File: src/rtl/sram_counter_ctrl_if.sv
// Request/response bus between a counter client and sram_counter_ctrl.
// The client (master) issues increment and read-back requests; the
// controller (slave) grants them and returns read data one cycle later.
interface sram_counter_ctrl_if #(
  parameter int AW = 4,
  parameter int DW = 32
);
  logic          inc_valid;
  logic          inc_ready;
  logic [AW-1:0] inc_id;
  logic          rd_valid;
  logic          rd_ready;
  logic [AW-1:0] rd_id;
  logic          rd_data_valid;
  logic [DW-1:0] rd_data;

  modport master (
    output inc_valid, inc_id, rd_valid, rd_id,
    input  inc_ready, rd_ready, rd_data_valid, rd_data
  );

  modport slave (
    input  inc_valid, inc_id, rd_valid, rd_id,
    output inc_ready, rd_ready, rd_data_valid, rd_data
  );
endinterface

File: src/rtl/sram_counter_ctrl.sv
// Keeps N event counters in an external dual-port SRAM. Port 0 reads,
// port 1 writes; each operation is a two-stage read-modify-write with a
// one-deep forward register covering the write that lands on the same
// edge as a following read of the same counter. All entries are zeroed
// after reset before any request is granted.
module sram_counter_ctrl #(
  parameter int N  = 16,
  parameter int DW = 32,
  parameter int AW = $clog2(N)
) (
  input  logic                clk,
  input  logic                rst_n,
  sram_counter_ctrl_if.slave  bus,
  output logic                init_done,
  output logic                mem_en0,
  output logic                mem_wen0,
  output logic [AW-1:0]       mem_addr0,
  output logic [DW-1:0]       mem_din0,
  input  logic [DW-1:0]       mem_dout0,
  output logic                mem_en1,
  output logic                mem_wen1,
  output logic [AW-1:0]       mem_addr1,
  output logic [DW-1:0]       mem_din1
);

  typedef enum logic {INIT, RUN} state_t;
  typedef enum logic {OP_INC, OP_RD} op_t;

  state_t        state;
  logic [AW-1:0] idx;

  logic          acc_rd;
  logic          acc_inc;

  logic          s1_valid;
  op_t           s1_op;
  logic [AW-1:0] s1_id;

  logic          fwd_valid;
  logic [AW-1:0] fwd_id;
  logic [DW-1:0] fwd_data;

  logic [DW-1:0] base;
  logic [DW-1:0] base_inc;

  // Zeroing sweep after reset, then switch to normal operation for good.
  always_ff @(posedge clk or negedge rst_n) begin
    if (!rst_n) begin
      state     <= INIT;
      idx       <= '0;
      init_done <= 1'b0;
    end else begin
      case (state)
        INIT: begin
          if (idx == AW'(N - 1)) begin
            state     <= RUN;
            init_done <= 1'b1;
          end else begin
            idx <= idx + 1'b1;
          end
        end
        RUN: begin
          state     <= RUN;
          init_done <= 1'b1;
        end
        default: begin
          state     <= INIT;
          init_done <= 1'b0;
        end
      endcase
    end
  end

  // Reads win over increments so at most one operation enters per cycle.
  assign bus.rd_ready  = init_done;
  assign bus.inc_ready = init_done && !bus.rd_valid;
  assign acc_rd        = init_done && bus.rd_valid;
  assign acc_inc       = init_done && bus.inc_valid && !bus.rd_valid;

  // Stage 0: launch the SRAM read for whichever request is accepted.
  always_comb begin
    mem_en0   = acc_rd || acc_inc;
    mem_addr0 = '0;
    if (acc_rd) begin
      mem_addr0 = bus.rd_id;
    end else if (acc_inc) begin
      mem_addr0 = bus.inc_id;
    end
  end

  assign mem_wen0 = 1'b0;
  assign mem_din0 = '0;

  // Latest counter value: the forward register beats SRAM data that is one write stale.
  assign base     = (fwd_valid && (fwd_id == s1_id)) ? fwd_data : mem_dout0;
  assign base_inc = base + DW'(1);

  // Stage 1 registers and the forward register; a reset drops anything in flight.
  always_ff @(posedge clk or negedge rst_n) begin
    if (!rst_n) begin
      s1_valid  <= 1'b0;
      s1_op     <= OP_INC;
      s1_id     <= '0;
      fwd_valid <= 1'b0;
      fwd_id    <= '0;
      fwd_data  <= '0;
    end else begin
      s1_valid  <= acc_rd || acc_inc;
      s1_op     <= acc_rd ? OP_RD : OP_INC;
      s1_id     <= mem_addr0;
      fwd_valid <= s1_valid && (s1_op == OP_INC);
      fwd_id    <= s1_id;
      fwd_data  <= base_inc;
    end
  end

  // Port 1 writes zeros during the sweep and incremented values afterwards; read data comes straight from stage 1.
  always_comb begin
    mem_en1           = 1'b0;
    mem_wen1          = 1'b0;
    mem_addr1         = '0;
    mem_din1          = '0;
    bus.rd_data_valid = 1'b0;
    bus.rd_data       = '0;
    if (state == INIT) begin
      mem_en1   = 1'b1;
      mem_wen1  = 1'b1;
      mem_addr1 = idx;
    end else if (s1_valid && (s1_op == OP_INC)) begin
      mem_en1   = 1'b1;
      mem_wen1  = 1'b1;
      mem_addr1 = s1_id;
      mem_din1  = base_inc;
    end else if (s1_valid && (s1_op == OP_RD)) begin
      bus.rd_data_valid = 1'b1;
      bus.rd_data       = base;
    end
  end

endmodule

File: src/flat_wrapper.sv
// flat-port wrapper written by rule: the top's interface ports become plain ports
module sram_counter_ctrl_flat 
#(
  parameter int N  = 16,
  parameter int DW = 32,
  parameter int AW = $clog2(N)
)
  (clk, rst_n, init_done, mem_en0, mem_wen0, mem_addr0, mem_din0, mem_dout0, mem_en1, mem_wen1, mem_addr1, mem_din1, bus_inc_valid, bus_inc_id, bus_rd_valid, bus_rd_id, bus_inc_ready, bus_rd_ready, bus_rd_data_valid, bus_rd_data);
  sram_counter_ctrl_if #(.AW(AW), .DW(DW)) bus_i ();
  input  logic clk;
  input  logic rst_n;
  output logic init_done;
  output logic mem_en0;
  output logic mem_wen0;
  output logic [AW-1:0] mem_addr0;
  output logic [DW-1:0] mem_din0;
  input  logic [DW-1:0] mem_dout0;
  output logic mem_en1;
  output logic mem_wen1;
  output logic [AW-1:0] mem_addr1;
  output logic [DW-1:0] mem_din1;
  input wire logic [$bits(bus_i.inc_valid)-1:0] bus_inc_valid;
  input wire logic [$bits(bus_i.inc_id)-1:0] bus_inc_id;
  input wire logic [$bits(bus_i.rd_valid)-1:0] bus_rd_valid;
  input wire logic [$bits(bus_i.rd_id)-1:0] bus_rd_id;
  output wire logic [$bits(bus_i.inc_ready)-1:0] bus_inc_ready;
  output wire logic [$bits(bus_i.rd_ready)-1:0] bus_rd_ready;
  output wire logic [$bits(bus_i.rd_data_valid)-1:0] bus_rd_data_valid;
  output wire logic [$bits(bus_i.rd_data)-1:0] bus_rd_data;
  assign bus_i.inc_valid = bus_inc_valid;
  assign bus_i.inc_id = bus_inc_id;
  assign bus_i.rd_valid = bus_rd_valid;
  assign bus_i.rd_id = bus_rd_id;
  assign bus_inc_ready = bus_i.inc_ready;
  assign bus_rd_ready = bus_i.rd_ready;
  assign bus_rd_data_valid = bus_i.rd_data_valid;
  assign bus_rd_data = bus_i.rd_data;
  sram_counter_ctrl #(.N(N), .DW(DW), .AW(AW)) u_core (.clk(clk), .rst_n(rst_n), .bus(bus_i), .init_done(init_done), .mem_en0(mem_en0), .mem_wen0(mem_wen0), .mem_addr0(mem_addr0), .mem_din0(mem_din0), .mem_dout0(mem_dout0), .mem_en1(mem_en1), .mem_wen1(mem_wen1), .mem_addr1(mem_addr1), .mem_din1(mem_din1));
endmodule
File: config.mk
export PLATFORM = sky130hd
export DESIGN_NAME = sram_counter_ctrl_flat
export DESIGN_NICKNAME = d
export VERILOG_FILES = /design/src/rtl/sram_counter_ctrl_if.sv /design/src/rtl/sram_counter_ctrl.sv /design/src/flat_wrapper.sv
export SDC_FILE = /design/constraint.sdc
export NUM_CORES = 1
export LEC_CHECK = 0
export CORE_ASPECT_RATIO = 1.2
export CORE_MARGIN = 2
export CORE_UTILIZATION = 44
export DETAILED_ROUTE_END_ITERATION = 8
export PLACE_DENSITY = 0.93
export RECOVER_POWER = 25
export SYNTH_ARGS = -nofsm -noshare
export SYNTH_HDL_FRONTEND = slang
export SYNTH_SLANG_ARGS = --single-unit
File: constraint.sdc
create_clock -name clk -period 2.8 [get_ports clk]
set_clock_uncertainty 0.2 [all_clocks]
set_input_delay 0.28 -clock clk [delete_from_list [all_inputs] [get_ports clk]]
set_output_delay 0.28 -clock clk [all_outputs]
set_load 0.05 [all_outputs]
==> Word level (Yosys, flattened, before mapping) <==
Cells that the tools add are included.
{ "totals": {"regBits": 49, "output_inout_bits": 112} }
{ "classes": {"muxes": 20, "bitwise_logic": 3, "reduce_logical": 10, "eq_ne": 3, "addsub": 2} }
{ "op_table": {"columns": ["cell", "count"], "rows": [
  ["two-way mux 32 bit", 6],
  ["adder 32 x 1 -> 32 bit, second input constant", 1],
  ["two-way mux 4 bit", 4],
  ["two-way mux 1 bit", 8],
  ["logical AND 1 bit", 7],
  ["adder 4 x 1 -> 4 bit, second input constant", 1],
  ["equality test 4 bit", 1],
  ["equality test 4 bit, second input constant", 1],
  ["one-hot mux 1 bit (2 select lines)", 2],
  ["NOT 1 bit", 3],
  ["inequality test 2 x 1 -> 1 bit, second input constant", 1],
  ["AND reduction 2 bit", 1],
  ["logical NOT 1 bit", 1],
  ["logical OR 1 bit", 1]
]} }

==> Longest topological paths before layout <==
Gate-level depths: netlist of run 1.
{ "depth": {"ltp_word": 6, "mapped_depth": 8, "mapped_depth_nobuf": 6} }

==> Worst setup path after synthesis of run 1 <==
OpenSTA, ideal clock, no wires.
{ "synth_timing": {"path_type": "register to output", "from": "register u_core.s1_id[0]", "to": "output mem_din1[25]", "t_arrival_ns": 3.012, "path_buffers": 1, "path_stages_with_launch": 8, "path_slack_ns": -0.692, "required_time_ns": 2.320, "path_cell_list": "dfrtp_1 xor2_1 or3_4 nor2_1 buf_2 mux2_2 and4_1 nor3_1"} }
{ "synth_via": {"elab_chain_len": 6} }
{ "synth_lines": {"columns": ["element", "line_no", "source"], "rows": [
  ["start: declaration", "sram_counter_ctrl.sv:37", "logic [AW-1:0] s1_id;"],
  ["start signal: assignment", "sram_counter_ctrl.sv:110", "s1_id <= mem_addr0;"],
  ["equality test 4 bit", "sram_counter_ctrl.sv:95", "assign base = (fwd_valid && (fwd_id == s1_id)) ? fwd_data : mem_dout0;"],
  ["logical AND 1 bit", "sram_counter_ctrl.sv:95", null],
  ["two-way mux 32 bit", "sram_counter_ctrl.sv:95", null],
  ["adder 32 x 1 -> 32 bit", "sram_counter_ctrl.sv:96", "assign base_inc = base + DW'(1);"],
  ["two-way mux 32 bit", "sram_counter_ctrl.sv:129", "end else if (s1_valid && (s1_op == OP_INC)) begin"],
  ["two-way mux 32 bit", "sram_counter_ctrl.sv:125", "if (state == INIT) begin"],
  ["end: declaration", "flat_wrapper.sv:21", "output logic [DW-1:0] mem_din1;"]
]} }
No other way between the ends.

==> Final worst setup path of run 1 <==
{ "layout_timing": {"from": "register u_core.s1_id[1]", "to": "output mem_din1[23]"} }
{ "layout_via": {"elab_chain_len": 6} }
{ "layout_lines": {"columns": ["element", "line_no", "source"], "rows": [
  ["equality test 4 bit", "sram_counter_ctrl.sv:95", null],
  ["logical AND 1 bit", "sram_counter_ctrl.sv:95", null],
  ["two-way mux 32 bit", "sram_counter_ctrl.sv:95", null],
  ["adder 32 x 1 -> 32 bit", "sram_counter_ctrl.sv:96", null],
  ["named net u_core.base_inc[23]", "sram_counter_ctrl.sv:44", "logic [DW-1:0] base_inc;"],
  ["two-way mux 32 bit", "sram_counter_ctrl.sv:129", null],
  ["two-way mux 32 bit", "sram_counter_ctrl.sv:125", null]
]} }
The timed path passes the listed nets, and every way through them passes these cells.

==> flow_summary.ini, run 1 <==
[place]
dp_hpwl_mm = 10.2
place_ws_ns = -0.269
gp_routability_congestion = 1.11
port_buffers = 122

[detailed_routing]
drt_first_iter_violations = 697
wirelength_mm = 20.3
avgViaCountPerCell = 6.32
firstDrtPassIters = 9
ant_nets = 0
vias = 5164
wl_per_cell_um = 24.8
remaining_drc_errors = 0

[setup_path]
startpoint_type = flip-flop
worst_r2r_path_depth = 13
max_stage_delay_ns = 0.57
critical_path_class = reg2out
crit_chain = xor2_1 -> or3_4 -> buf_6 -> nor3_1 -> a21oi_1 -> xnor2_1 -> and2_4 -> buf_12
r2r_slack_ns = -0.32
worstPathRequired_ns = 2.32
crit_path_max_fanout = 7
crit_path_end_kind = output pin
crit_path_top_delay_cell = nor3_1
crit_arrival_ns = 3.01
reg2reg_to = u_core.fwd_data[18]
reg2reg_from = u_core.s1_id[1]

[synthesis]
synthCells = 462
ys_warn_count = 0
synth_area_leaders = dfrtp_1 (32%), buf_4 (6.9%), mux2i_1 (6.6%), nand2_1 (5.9%), xor2_1 (5.3%)
synth_edf_count = 0
async_flop_share = 1.00
synth_top_cell_by_area = dfrtp_1
ys.flop_type = dfrtp_1
synthTopCellsByCount = nand2_1 (59), dfrtp_1 (49), buf_4 (35), nor2_1 (31)
synth.most_common_cell = nand2_1
yosysSeqAreaShare = 0.324
syn_area_per_cell_um2 = 8.19
synth.distinct_cells = 46
synth_seq_cells = 49
syn-cell-area_um2 = 3780
synth_top_area_share = 0.324

[pwr]
ir_drop_v = 0.000382
power_mw = 2.71
power_leakage_nw = 3.11
power_density_nw_per_um2 = 363

[timing]
setup_viol = 70
fin_crit_sh = 1.25
worst_pin_slew_ns = 0.845
drv_slew = 0
rsz0062_at_grt = yes
hold_viol_final = 0
fin_ws_ns = -0.693
slew_headroom = 0.431
min_period_ns = 3.49
clock.fmax_ghz = 0.286

[clocking]
clk_latency_ns = 0.35
clockBufferDepth = 2
htree_num_levels = 2
cts_tree = done
clkTransAtPathRegs_ns = 0.11
cts_root_buf = clkbuf_8
cts_sinks = 49
cts_made_buffers = 5

[global_route]
grt_max_degree = 32
grt_pass1_wl_mm = 27.2
groute.usage.overall = 0.380
overflow = 0
antenna_found_initial = 0
grt_pass1_vias = 5030

[min_path]
worstHoldPathType = in2async

[run_status]
status = finished, violations left
violations = setup timing

[finish]
area_growth_pct = 97.4
drive_gt1_frac = 0.479
diodes = 0
layout.nets = 744

[die]
ioPinCount = 156
dieHeight_um = 106
die_area_um2 = 9360
die_x_um = 88.6
start_util = 0.446
rows = 37
core-area_um2 = 8470

[run]
cap_violations = 0
==> kinds of logic after synthesis <==
kind of cell,share of synthesized area
buf+inv,0.102
other cells,0.000991
flops,0.324
compound gates,0.132
xor+xnor,0.0949
simple gates,0.268
mux,0.0751
fa+ha+maj,0.00331
==> layout by cell type, fill, tap and decap left out, drive strengths merged, types with 9 or more instances in the layout <==
cell type / count
buf: 198
nand2: 59
clkdlybuf4s50: 52
dfrtp: 49
conb: 33
nor2: 31
mux2i: 25
and2: 25
o21ai: 24
xor2: 23
nand3: 20
nand4: 18
xnor2: 18
a21oi: 18
inv: 13
and3: 10
a22oi: 9
==> metrics by stage <==
stage                     hold slack [ns]   util  setup TNS [ns]  area [µm²]  cells
after floorplan                    -0.216      -          -0.747        4150    494
after CTS                           0.271  0.847          -11.87        7180    810
after detailed placement           0.0581  0.724           -2.18        6130    755
final                               0.256  0.881          -28.07        7470    817
after global placement             0.0522  0.724          -0.764        6130    755
after global routing                0.289  0.881          -31.97        7470    817
==> power by group <==
| part | internal (mW) | switching [mW] |
|---|---|---|
| combinational | 0.575 | 0.815 |
| sequential | 0.755 | 0.0620 |
| clock | 0.188 | 0.316 |
==> worst max-delay path by stage <==
| stage | from | endpoint | slack [ns] |
|---|---|---|---|
| 2_1_floorplan | u_core.s1_id[0] | mem_din1[25] | -0.29 |
| 3_3_place_gp | u_core.s1_id[0] | mem_din1[22] | -0.14 |
| 3_5_place_dp | mem_dout0[1] | mem_din1[31] | -0.27 |
| 4_1_cts | u_core.s1_id[3] | mem_din1[22] | -0.45 |
| 5_1_grt | u_core.s1_id[1] | mem_din1[16] | -0.73 |
| 6_report | u_core.s1_id[1] | mem_din1[23] | -0.69 |
==> registers in the layout, summed over array words and instances (netlist names) <==
name / count
u_core.fwd_id: 4
u_core.fwd_data: 32
u_core.fwd_valid: 1
u_core.bus.rd_ready: 1
u_core.s1_id: 4
u_core.state: 1
u_core.idx: 4
u_core.s1_op: 1
u_core.s1_valid: 1
==> worst max-delay path: cells and delay by family (launching register included) <==
family          cells  cell delay, ns
buf+inv             2            0.29
flops               1            0.42
compound gates      1            0.25
simple gates        3            1.20
xor+xnor            2            0.50
==> routing by layer <==
metal	global-route usage	part of all wire	up-vias	wire, µm
li1	-	-	2027	-
met1	0.441	0.32	2389	6460
met2	0.638	0.49	556	9910
met3	0.0775	0.11	192	2140
met4	0.209	0.088	0	1780
met5	0	0	-	0
==> what timing repair did <==
item,CTS,global route
setup buffers,44,6
cloned,2,1
pin swaps,38,15
endpoints found under the setup margin,62,70
gates resized for setup,138,43
hold buffers,1,0
endpoints found under the hold margin,18,0
==> cell type report <==
class / count / area, µm²
clock buffer: 5 / 68.8
clock inverter: 3 / 28.8
fill: 335 / 1010
inverter: 11 / 41.3
multi-input combinational: 379 / 3130
sequential: 49 / 1230
tap: 117 / 146
timing repair buffer: 253 / 2830
Power figures use the tool's default switching activity.
==> run 2: changes to the inputs <==
--- a/config.mk
+++ b/config.mk
@@ -9,6 +9,8 @@
 export CORE_MARGIN = 2
 export CORE_UTILIZATION = 44
 export DETAILED_ROUTE_END_ITERATION = 8
+export GPL_ROUTABILITY_DRIVEN = 0
+export GPL_TIMING_DRIVEN = 0
 export PLACE_DENSITY = 0.93
 export RECOVER_POWER = 25
 export SYNTH_ARGS = -nofsm -noshare
==> run 2 against run 1 <==
  * The flow still finishes with violations (setup timing)
  * Die area unchanged
  * Utilization is 5.4 points lower
  * Total power shrank 5.5%
  * Critical path type is now in2out
==> flow_summary.ini, run 2 (synthesized netlist as in run 1, its figures left out) <==
[pwr]
internal_power_mw = 1.43
clkPwrFrac = 0.191
power_density_nw_per_um2 = 366
switchingPower_mw = 1.13
power_mw = 2.56
switching_share = 0.442
p_seq_frac = 0.319
combPwrFrac = 0.490
power_leakage_nw = 3.06
ir_drop_v = 0.000276

[setup_path]
startpoint_type = input port
crit_path_max_fanout = 4
startpoint = mem_dout0[15]
crit_path_end_kind = output pin
reg2reg_from = u_core.fwd_id[1]
worstPathRequired_ns = 2.32
critical_path_class = in2out
crit_arrival_ns = 2.91

[timing]
drv_slew = 0
fin_crit_sh = 1.21
worst_pin_slew_ns = 1.10
rsz0062_at_grt = yes
clock.fmax_ghz = 0.295
fin_hold_ws_ns = 0.269
setup_viol = 60
min_period_ns = 3.39
fin_ws_ns = -0.588
hold_viol_final = 0
slew_headroom = 0.267

[global_route]
grt_pass1_vias = 4686
grt_pass1_wl_mm = 23.7
groute.usage.overall = 0.328
grt_max_degree = 31
antenna_found_initial = 0
overflow = 0

[clocking]
cts_tree = done
cts_made_buffers = 5
clkTransAtPathRegs_ns = 0.11
clk_latency_ns = 0.33
htree_num_levels = 2
cts_sinks = 49
cts_root_buf = clkbuf_8
clockBufferDepth = 2

[die]
start_util = 0.446
ioPinCount = 156
die_x_um = 88.6
core-area_um2 = 8470
rows = 37
die_area_um2 = 9360
dieHeight_um = 106

[min_path]
worstHoldPathType = in2async

[detailed_routing]
drt_first_iter_violations = 514
remaining_drc_errors = 0
wl_per_cell_um = 22.9
vias = 4952
avgViaCountPerCell = 6.11
firstDrtPassIters = 6
ant_nets = 0
wirelength_mm = 18.6

[run]
cap_violations = 0

[finish]
layout_common_cells = buf_4 (90), buf_6 (60), clkdlybuf4s50_1 (50)
final_common_cell = buf_4
diodes = 0
design_area_um2 = 7010
fillers = 469
largest_reg_flops = 32
area_growth_pct = 85.4
largest-register = u_core.fwd_data
drive_gt1_frac = 0.457
layout.nets = 738

[run_status]
status = finished, violations left
violations = setup timing

[place]
place_area_um2 = 5530
port_buffers = 122
dp_hpwl_mm = 9.27
place_ws_ns = -1.39
==> run 2: metrics by stage <==
stage / util / std cells / TNS, ns
after CTS: 0.777 / 792 / -9.40
final: 0.828 / 811 / -20.15
after global placement: 0.651 / 733 / -53.75
after floorplan: - / 494 / -0.747
after detailed placement: 0.653 / 734 / -51.56
after global routing: 0.828 / 811 / -22.91
==> run 2: power by group through the flow <==
stage | clock (mW) | combinational (mW) | sequential [mW]
floorplan | 0 | 0.651 | 0.800
detailed placement | 0 | 0.946 | 0.811
finish | 0.489 | 1.26 | 0.818
CTS | 0.473 | 1.11 | 0.800
global route | 0.506 | 1.29 | 0.817
global placement | 0 | 0.930 | 0.807
==> run 2: metal layers <==
layer / global-route usage / vias to the layer above / routed length (µm) / part of all wire
met5: 0 / - / 0 / 0
met1: 0.363 / 2308 / 6160 / 0.33
li1: - / 2013 / - / -
met2: 0.551 / 469 / 9150 / 0.49
met4: 0.206 / 0 / 1480 / 0.080
met3: 0.0752 / 162 / 1750 / 0.094
==> run 2: final timing paths <==
path                       cells after the start  slack, ns                  end
max reg2reg                                   13      -0.48  u_core.fwd_data[23]
min                                            2       0.27   u_core.fwd_data[4]
max in group asynchronous                      3       1.57     u_core.fwd_valid
max                                            9      -0.59         mem_din1[20]
min reg2reg                                    0       0.29     u_core.fwd_id[2]
min in group clk                               2       0.27   u_core.fwd_data[0]
==> run 2: layout make-up <==
| class | count | area [µm²] | area share |
|---|---|---|---|
| Clock inverter | 3 | 28.8 | 0.00410 |
| Multi-Input combinational cell | 379 | 3060 | 0.437 |
| Timing Repair Buffer | 193 | 1990 | 0.284 |
| Sequential cell | 49 | 1230 | 0.175 |
| Buffer | 54 | 449 | 0.0641 |
| Tap cell | 117 | 146 | 0.0209 |
| Inverter | 11 | 41.3 | 0.00589 |
| Clock buffer | 5 | 68.8 | 0.00981 |
==> run 2: critical path, cell delays in order <==
cell,delay (ns)
clkdlybuf4s50_1,0.63
nand4_1,0.31
nor3_4,0.29
o211ai_1,0.20
a22oi_2,0.38
buf_4,0.20
nand2b_1,0.10
a221oi_2,0.30
buf_6,0.21
==> run 2: what timing repair did <==
item                       4_1_cts  5_1_grt
gates resized for setup        534       90
hold buffers                     1        0
cloned                           5        0
pin swaps                       26       19
setup endpoints to repair       71       69
hold endpoints to repair        19        0
setup buffers                   45       19
==> run 3: changes to the inputs <==
--- a/config.mk
+++ b/config.mk
@@ -5,6 +5,7 @@
 export SDC_FILE = /design/constraint.sdc
 export NUM_CORES = 1
 export LEC_CHECK = 0
+export CAP_MARGIN = 20
 export CORE_ASPECT_RATIO = 1.2
 export CORE_MARGIN = 2
 export CORE_UTILIZATION = 44
==> results of run 3 <==
The final DEF is identical to that of run 2; final timing and power are the same.
